==> src/rtl/rv32i_mc_ctrl_pkg.sv <==
// Shared encodings for the RV32I multi-cycle controller: opcodes, FSM states,
// opcode classes and every mux-select value driven by the controller.
package rv32i_mc_ctrl_pkg;

  localparam int unsigned STATE_W = 3;
  localparam int unsigned CLASS_W = 4;
  localparam int unsigned SEL_W   = 2;
  localparam int unsigned OPC_W   = 7;
  localparam int unsigned INSTR_W = 32;

  // RV32I major opcodes
  localparam logic [OPC_W-1:0] OPC_OP       = 7'b0110011;
  localparam logic [OPC_W-1:0] OPC_OP_IMM   = 7'b0010011;
  localparam logic [OPC_W-1:0] OPC_LOAD     = 7'b0000011;
  localparam logic [OPC_W-1:0] OPC_STORE    = 7'b0100011;
  localparam logic [OPC_W-1:0] OPC_BRANCH   = 7'b1100011;
  localparam logic [OPC_W-1:0] OPC_JAL      = 7'b1101111;
  localparam logic [OPC_W-1:0] OPC_JALR     = 7'b1100111;
  localparam logic [OPC_W-1:0] OPC_LUI      = 7'b0110111;
  localparam logic [OPC_W-1:0] OPC_AUIPC    = 7'b0010111;
  localparam logic [OPC_W-1:0] OPC_MISC_MEM = 7'b0001111;
  localparam logic [OPC_W-1:0] OPC_SYSTEM   = 7'b1110011;

  typedef enum logic [STATE_W-1:0] {
    ST_RESET  = 3'd0,
    ST_FETCH  = 3'd1,
    ST_DECODE = 3'd2,
    ST_EXEC   = 3'd3,
    ST_MEM    = 3'd4,
    ST_WB     = 3'd5,
    ST_TRAP   = 3'd6
  } state_e;

  typedef enum logic [CLASS_W-1:0] {
    CLS_NONE   = 4'd0,
    CLS_R      = 4'd1,
    CLS_RI     = 4'd2,
    CLS_LOAD   = 4'd3,
    CLS_STORE  = 4'd4,
    CLS_BRANCH = 4'd5,
    CLS_JAL    = 4'd6,
    CLS_JALR   = 4'd7,
    CLS_LUI    = 4'd8,
    CLS_AUIPC  = 4'd9,
    CLS_SYS    = 4'd10
  } class_e;

  localparam logic MEM_ADDR_PC  = 1'b0;
  localparam logic MEM_ADDR_ALU = 1'b1;

  localparam logic [SEL_W-1:0] WB_ALU = 2'd0;
  localparam logic [SEL_W-1:0] WB_MEM = 2'd1;
  localparam logic [SEL_W-1:0] WB_PC4 = 2'd2;

  localparam logic [SEL_W-1:0] A_RS1  = 2'd0;
  localparam logic [SEL_W-1:0] A_PC   = 2'd1;
  localparam logic [SEL_W-1:0] A_ZERO = 2'd2;

  localparam logic [SEL_W-1:0] B_RS2  = 2'd0;
  localparam logic [SEL_W-1:0] B_IMM  = 2'd1;
  localparam logic [SEL_W-1:0] B_FOUR = 2'd2;

  localparam logic [SEL_W-1:0] OP_ADD    = 2'd0;
  localparam logic [SEL_W-1:0] OP_FUNCT  = 2'd1;
  localparam logic [SEL_W-1:0] OP_BRANCH = 2'd2;
  localparam logic [SEL_W-1:0] OP_PASSB  = 2'd3;

  localparam logic [SEL_W-1:0] PC_PLUS4 = 2'd0;
  localparam logic [SEL_W-1:0] PC_JALR  = 2'd1;
  localparam logic [SEL_W-1:0] PC_REL   = 2'd2;

endpackage

==> src/rtl/rv32i_opclass_dec.sv <==
// Combinational opcode classifier: maps instr[6:0] to an instruction class,
// flagging anything outside the supported RV32I base set as illegal.
module rv32i_opclass_dec
  import rv32i_mc_ctrl_pkg::*;
(
  input  logic [OPC_W-1:0] opcode,
  output class_e           op_class,
  output logic             illegal
);

  always_comb begin
    op_class = CLS_NONE;
    illegal  = 1'b0;
    case (opcode)
      OPC_OP:       op_class = CLS_R;
      OPC_OP_IMM:   op_class = CLS_RI;
      OPC_LOAD:     op_class = CLS_LOAD;
      OPC_STORE:    op_class = CLS_STORE;
      OPC_BRANCH:   op_class = CLS_BRANCH;
      OPC_JAL:      op_class = CLS_JAL;
      OPC_JALR:     op_class = CLS_JALR;
      OPC_LUI:      op_class = CLS_LUI;
      OPC_AUIPC:    op_class = CLS_AUIPC;
      // FENCE and ECALL/EBREAK/CSR are retired as no-ops
      OPC_MISC_MEM,
      OPC_SYSTEM:   op_class = CLS_SYS;
      default:      illegal  = 1'b1;
    endcase
  end

endmodule

==> src/rtl/rv32i_mc_ctrl.sv <==
// Multi-cycle RV32I main controller: sequences fetch/decode/execute/memory/
// writeback over one memory port and one ALU, driving all datapath selects.
module rv32i_mc_ctrl
  import rv32i_mc_ctrl_pkg::*;
#(
  parameter bit RESET_TRAP_STICKY = 1'b1
) (
  input  logic               clk,
  input  logic               rst_n,
  input  logic [INSTR_W-1:0] instr,
  input  logic               mem_ready,
  input  logic               br_taken,
  output logic               mem_req,
  output logic               mem_we,
  output logic               mem_addr_sel,
  output logic               ir_we,
  output logic               rf_we,
  output logic [SEL_W-1:0]   wb_sel,
  output logic [SEL_W-1:0]   alu_a_sel,
  output logic [SEL_W-1:0]   alu_b_sel,
  output logic [SEL_W-1:0]   alu_op,
  output logic               pc_we,
  output logic [SEL_W-1:0]   pc_sel,
  output logic               illegal,
  output logic [STATE_W-1:0] state_dbg
);

  state_e state;
  state_e state_nxt;
  class_e op_class;
  class_e dec_class;
  logic   dec_illegal;

  // Only the opcode field steers the sequence; the rest belongs to the datapath
  logic unused_instr_bits;
  assign unused_instr_bits = ^instr[INSTR_W-1:OPC_W];

  rv32i_opclass_dec u_opclass_dec (
    .opcode   (instr[OPC_W-1:0]),
    .op_class (dec_class),
    .illegal  (dec_illegal)
  );

  // State and class registers; class is captured once per instruction in DECODE
  always_ff @(posedge clk or negedge rst_n) begin
    if (!rst_n) begin
      state    <= ST_RESET;
      op_class <= CLS_NONE;
    end else begin
      state <= state_nxt;
      if (state == ST_DECODE) begin
        op_class <= dec_class;
      end
    end
  end

  assign state_dbg = state;

  // Next state and output decode from state, class register and handshake inputs
  always_comb begin
    state_nxt    = state;
    mem_req      = 1'b0;
    mem_we       = 1'b0;
    mem_addr_sel = MEM_ADDR_PC;
    ir_we        = 1'b0;
    rf_we        = 1'b0;
    wb_sel       = WB_ALU;
    alu_a_sel    = A_RS1;
    alu_b_sel    = B_RS2;
    alu_op       = OP_ADD;
    pc_we        = 1'b0;
    pc_sel       = PC_PLUS4;
    illegal      = 1'b0;

    case (state)
      ST_RESET: begin
        state_nxt = ST_FETCH;
      end

      ST_FETCH: begin
        mem_req      = 1'b1;
        mem_addr_sel = MEM_ADDR_PC;
        if (mem_ready) begin
          ir_we     = 1'b1;
          state_nxt = ST_DECODE;
        end
      end

      ST_DECODE: begin
        if (dec_illegal) begin
          state_nxt = ST_TRAP;
        end else if (dec_class == CLS_SYS) begin
          pc_we     = 1'b1;
          pc_sel    = PC_PLUS4;
          state_nxt = ST_FETCH;
        end else begin
          state_nxt = ST_EXEC;
        end
      end

      ST_EXEC: begin
        state_nxt = ST_WB;
        case (op_class)
          CLS_R: begin
            alu_op = OP_FUNCT;
          end
          CLS_RI: begin
            alu_b_sel = B_IMM;
            alu_op    = OP_FUNCT;
          end
          CLS_LOAD, CLS_STORE: begin
            alu_b_sel = B_IMM;
            state_nxt = ST_MEM;
          end
          CLS_BRANCH: begin
            alu_op    = OP_BRANCH;
            pc_we     = 1'b1;
            pc_sel    = br_taken ? PC_REL : PC_PLUS4;
            state_nxt = ST_FETCH;
          end
          CLS_LUI: begin
            alu_a_sel = A_ZERO;
            alu_b_sel = B_IMM;
            alu_op    = OP_PASSB;
          end
          CLS_AUIPC: begin
            alu_a_sel = A_PC;
            alu_b_sel = B_IMM;
          end
          CLS_JAL, CLS_JALR: begin
            alu_b_sel = B_IMM;
          end
          default: begin
            state_nxt = ST_FETCH;
          end
        endcase
      end

      ST_MEM: begin
        mem_req      = 1'b1;
        mem_addr_sel = MEM_ADDR_ALU;
        mem_we       = (op_class == CLS_STORE);
        if (mem_ready) begin
          if (op_class == CLS_STORE) begin
            pc_we     = 1'b1;
            pc_sel    = PC_PLUS4;
            state_nxt = ST_FETCH;
          end else begin
            state_nxt = ST_WB;
          end
        end
      end

      ST_WB: begin
        rf_we     = 1'b1;
        pc_we     = 1'b1;
        state_nxt = ST_FETCH;
        case (op_class)
          CLS_LOAD: wb_sel = WB_MEM;
          CLS_JAL:  begin wb_sel = WB_PC4; pc_sel = PC_REL;  end
          CLS_JALR: begin wb_sel = WB_PC4; pc_sel = PC_JALR; end
          default:  wb_sel = WB_ALU;
        endcase
      end

      ST_TRAP: begin
        illegal = 1'b1;
        if (!RESET_TRAP_STICKY) begin
          pc_we     = 1'b1;
          pc_sel    = PC_PLUS4;
          state_nxt = ST_FETCH;
        end
      end

      default: begin
        state_nxt = ST_RESET;
      end
    endcase
  end

endmodule
==> config.mk <==
export PLATFORM = sky130hd
export DESIGN_NAME = rv32i_mc_ctrl
export DESIGN_NICKNAME = d
export VERILOG_FILES = /design/src/rtl/rv32i_mc_ctrl_pkg.sv /design/src/rtl/rv32i_opclass_dec.sv /design/src/rtl/rv32i_mc_ctrl.sv
export SDC_FILE = /design/constraint.sdc
export NUM_CORES = 1
export LEC_CHECK = 0
export CORE_ASPECT_RATIO = 1.25
export CORE_UTILIZATION = 40
export CTS_CLUSTER_DIAMETER = 30
export DETAILED_ROUTE_END_ITERATION = 10
export DONT_BUFFER_PORTS = 1
export SLEW_MARGIN = 20
export SYNTH_ARGS = -nofsm -noshare
export SYNTH_HDL_FRONTEND = slang
export SYNTH_HIERARCHICAL = 1
export SYNTH_SLANG_ARGS = --single-unit
==> constraint.sdc <==
create_clock -name clk -period 2.7 [get_ports clk]
set_input_delay 0.54 -clock clk [delete_from_list [all_inputs] [get_ports clk]]
set_output_delay 0.54 -clock clk [all_outputs]
set_load 0.1 [all_outputs]
# Word level (Yosys, flattened, before mapping)
# Index checks and enable logic that the tools add are counted.
[classes]
n_eq_ne = 29
muxes = 33
n_bitwise = 1
reduce_logical = 11
[op_table]
columns = ["op", "count"]
rows = [
  ["$pmux W4 S10", 1],
  ["$eq A7 B7 Y1 const B", 4],
  ["$eq A7 B6 Y1 const B", 3],
  ["$pmux W3 S6", 1],
  ["$eq A4 B3 Y1 const B", 4],
  ["$pmux W2 S2", 4],
  ["$eq A7 B5 Y1 const B", 2],
  ["$mux W1", 14],
  ["$eq A4 B4 Y1 const B", 3],
  ["$mux W2", 6],
  ["$mux W3", 4],
  ["$reduce_or A2 Y1", 6],
  ["$reduce_or A11 Y1", 1],
  ["$eq A3 B3 Y1 const B", 3],
  ["$eq A4 B2 Y1 const B", 2],
  ["$eq A7 B2 Y1 const B", 1],
  ["$eq A7 B4 Y1 const B", 1],
  ["$reduce_or A7 Y1", 1],
  ["$eq A3 B2 Y1 const B", 2],
  ["$pmux W2 S3", 1],
  ["$pmux W3 S2", 1],
  ["$reduce_or A6 Y1", 1],
  ["$eq A4 B1 Y1 const B", 1],
  ["$ne A2 B2 Y1 const B", 2],
  ["5 further kinds", 5],
]
[totals]
reg_bits = 7
inputBits = 36
out_inout_bits = 20
word_cells = 76

# Logic depth before layout (Yosys ltp)
[depth]
depth_word = 7
ltp_mapped = 8
ltp_nobuf = 7

# Modules after synthesis
# The synthesis kept the hierarchy.
[by_module_without_submodules]
columns = ["module", "instances", "cells_per_inst", "area_per_inst_um2", "seq_area_each_um2"]
rows = [
  ["rv32i_mc_ctrl", 1, 88, 675.6, 175.2],
  ["rv32i_opclass_dec", 1, 29, 190.2, 0.0],
]

# Worst setup path after synthesis
# OpenSTA, ideal clock, no wires.
[synth_timing]
path_type = "reg-to-output"
start = "reg state[0], in the netlist state_dbg[0]"
end = "out wb_sel[0]"
arrival_time_ps = 4310
t_required_ps = 2160
slack_ps = -2150
path_stages_with_launch = 4
path_buffers = 1
path_cell_list = "dfrtp_1 > buf_2 > nand3b_1 > nor4_1"
[synth_between]
elab_chain_cells = 2
[synth_lines]
columns = ["item", "line_no", "rtl"]
rows = [
  ["from (decl)", "rv32i_mc_ctrl.sv:28", "state_e state;"],
  ["from (signal assigned)", "rv32i_mc_ctrl.sv:50", "state <= state_nxt;"],
  ["$eq A3 B3 Y1", "rv32i_mc_ctrl.sv:75", "case (state)"],
  ["$mux W2", "rv32i_mc_ctrl.sv:75", ""],
  ["to (decl)", "rv32i_mc_ctrl.sv:18", "output logic [SEL_W-1:0] wb_sel,"],
]
# Every way passes these cells.

# Final worst setup path
[layout_timing]
start = "in instr[5]"
end = "out pc_we"
[layout_between]
elab_chain_cells = 7
word_cells_on_any_way = 18
cone_classes = "eq/ne (12); mux (4); reduce/logical (2)"
[layout_lines]
columns = ["item", "line_no", "rtl"]
rows = [
  ["from (decl)", "rv32i_mc_ctrl.sv:10", "input logic [INSTR_W-1:0] instr,"],
  ["$eq A7 B4 Y1 or $eq A7 B7 Y1 (tied branches)", "rv32i_opclass_dec.sv:14", "case (opcode)"],
  ["$reduce_or A2 Y1", "rv32i_opclass_dec.sv:14", ""],
  ["$pmux W4 S10", "rv32i_opclass_dec.sv:14", ""],
  ["$eq A4 B4 Y1", "rv32i_mc_ctrl.sv:92", "end else if (dec_class == CLS_SYS) begin"],
  ["$mux W1", "rv32i_mc_ctrl.sv:92", ""],
  ["$mux W1 (*)", "rv32i_mc_ctrl.sv:90", "if (dec_illegal) begin"],
  ["$pmux W1 S4 (*)", "rv32i_mc_ctrl.sv:75", ""],
  ["to (decl)", "rv32i_mc_ctrl.sv:22", "output logic pc_we,"],
]
# Mark *: on every way between the ends. The rest lies on a longest branch, timed or not.

==> run metrics <==
# rows=18; P_sw=737.3 µW; DIE WIDTH=43.62 µm; first-pass GRT wire length=3.774 mm; post-DR vias/cell=5.968; dpl cells=152; most frequent cell after synthesis=nor2_1; met3 usage=4.027%; CP Capture Type=output pin; CTS clk-pin slew, worst paths=0.05 ns; Longest Clk Path Bufs=2; register area share after synthesis=20.23%; status=finished, violations left; Comb power frac=73.0%; Worst Reg2Reg Path Length in Cells=6; hold slack=0.5780 ns; Switching Fraction=63.56%; DRT Pass-1 Iters=9; max_cap viols=0; Synth async-reset ratio=100.0%; crit path capture=pc_we; power consumption=1.160 mW; power share of the clock group=8.0%; origin of the critical flop-to-flop path=state_dbg[2]; CTS sink cnt=7; Yosys top cell area share=20.23%; Initial Utilization=43.20%; VDD IR-drop max=0.9951 mV; RSZ-0062 raised after global routing=true; synthesis-to-layout area growth=46.68%; die area=2356 µm²; clk_skew=0.003688 ns; P_int=422.7 µW; M1 GR Usage=24.49%; grt met2 use=39.80%; IO buf count=0; startpoint types=primary input; DRC viols=3; Routed WL per cell=14.61 µm; Leak=0.4962 nW; initial antenna violation count=0; vias post-DR=937; R2R setup slack=0.84 ns; pwr/cell area=913.4 nW/µm²; Remaining Overflow, GRT=0; Worst-Skew Late Latency=0.25 ns; TritonCTS buffer count=3; core box area=2004 µm²; GRT Overall Usage=21.39%; Post-Layout Cell Count=157; Final Hold Viols=0; busiest grt layer=met2; Synth area leaders=dfrtp_1 20%, nor2_1 5.2%, a21oi_1 4.6%; chip height=54.02 µm; final setup fails=0; minimum clock period=2.659 ns; worst slack, placed=-0.1105 ns; antenna viol nets, final=0; FMAX=0.3761 GHz; Cells after Synth=117; initial drt markers=28; Seq pwr share=19.0%; commonest cells in the netlist=12 x nor2_1, 10 x inv_1, 8 x a21oi_1; H-tree levels=1; R2R Path End=state_dbg[2]; I/O Pins=56; CTS Root Cell=clkbuf_4; nets=175; largest area contributor in the netlist=dfrtp_1; Util after Layout=63.36%; synth warn=6; TritonCTS clock tree=yes; Synthesized Nets=154; GP Congestion=0.8047; Post-Syn Area=865.8 µm²; Crit Path Category=primary input to output pin; DRT Wirelength=2.294 mm; Syn Area/Cell=7.400 µm²; failing checks=design-rule violations; worst setup margin=0.04114 ns; vias in the first global route=863; number of synthesized flops with an enable pin=0; DPL Wire Length=1.815 mm; FF+latch count, synth=7; share of cells above drive strength 1=38.69%; number of fill cells=174; Worst Path Max Fanout=8; worst endpoint required time=2.16 ns; diodes inserted=0; fin. max-slew vios=0; worst setup path startpoint=instr[5]; Synth cell types=49; WP data arrival=2.12 ns; largest net degree at the start of global routing=14; min-delay worst type=primary input to flip-flop; top_reg_cell synth=dfrtp_1; ratio of final minimum period to clock period=98.48%
-- how the worst min path moves through the flow --
stage,start,to,slack [ns],depth (start not counted)
finish,mem_ready,state_dbg[0],0.58,3
global route,mem_ready,state_dbg[1],0.61,2
CTS,mem_ready,state_dbg[1],0.57,2
detailed placement,rst_n,op_class[2],0.24,0
global placement,rst_n,op_class[2],0.24,0
floorplan,rst_n,op_class[0],0.24,0
-- layer usage --
| layer | wire, µm | up-vias |
|---|---|---|
| met3 | 139 | 4 |
| met1 | 876 | 428 |
| met4 | 27 | 0 |
| met5 | 0 | - |
| met2 | 1250 | 40 |
| li1 | - | 465 |
-- flip-flops by register name, summed over array words and instances (netlist names) --
register / count
op_class: 4
state_dbg: 3
-- layout make-up --
| type | count | area [µm²] | share of cell area (%) |
|---|---|---|---|
| Clock buffer | 4 | 26.28 | 2.069 |
| Inverter | 10 | 37.54 | 2.956 |
| Sequential cell | 7 | 178.9 | 14.09 |
| Multi-Input combinational cell | 90 | 729.5 | 57.44 |
| Tap cell | 20 | 25.02 | 1.970 |
| Timing Repair Buffer | 26 | 272.8 | 21.48 |
-- cell families (layout without fill, tap and decap cells) --
| group | Yosys count | after routing | share of synthesized area [%] |
|---|---|---|---|
| adder cells (fa/ha/maj) | 1 | 1 | 1.445 |
| AND/OR/NAND/NOR | 53 | 53 | 37.43 |
| XOR/XNOR | 1 | 1 | 1.012 |
| flip-flops | 7 | 7 | 20.23 |
| other | 1 | 1 | 0.4331 |
| multiplexers | 2 | 2 | 2.601 |
| buffers and inverters | 20 | 40 | 11.42 |
| AO/OA/AOI/OAI | 32 | 32 | 25.44 |
-- cell usage in the layout, fill, tap and decap left out, drive strengths merged, types with 2 or more instances in the layout --
cell	Yosys	routed
a21oi	9	9
a31oi	4	4
and2	2	2
buf	7	25
clkbuf	3	4
dfrtp	7	7
inv	10	10
mux2	2	2
nand2	6	6
nand2b	3	3
nand3	3	3
nand3b	3	3
nand4b	2	2
nor2	12	12
nor2b	4	4
nor3	6	6
nor4	3	3
o21ai	6	6
or3b	2	2
-- power groups by stage --
stage | Sequential, mW | Clock (mW) | Combinational [mW]
3_5_place_dp | 0.220 | 0 | 0.842
3_3_place_gp | 0.218 | 0 | 0.833
2_1_floorplan | 0.286 | 0 | 0.613
4_1_cts | 0.218 | 0.0976 | 0.848
6_report | 0.221 | 0.0929 | 0.846
5_1_grt | 0.231 | 0.105 | 0.901
-- what timing repair did --
item,4_1_cts,5_1_grt
hold endpoints to repair,7,0
cloned,0,0
gates resized for setup,1,2
pin swaps,1,4
endpoints found under the setup margin,1,1
setup buffers,0,0
hold buffers,1,0
-- critical path, stage by stage --
cell     delay (ns)
or3b_4         0.40
a21oi_4        0.14
a21oi_2        0.06
nor4b_2        0.35
nand3_1        0.19
a41oi_4        0.24
buf_12         0.20
-- per-stage QoR --
step | cell area (µm²) | TNS [ns]
6_report | 1270 | 0
5_1_grt | 1270 | -0.02367
2_1_floorplan | 970.9 | -1.991
3_5_place_dp | 1216 | -0.1105
4_1_cts | 1259 | 0
3_3_place_gp | 1216 | -0.1048
Power figures use the tool's default switching activity.
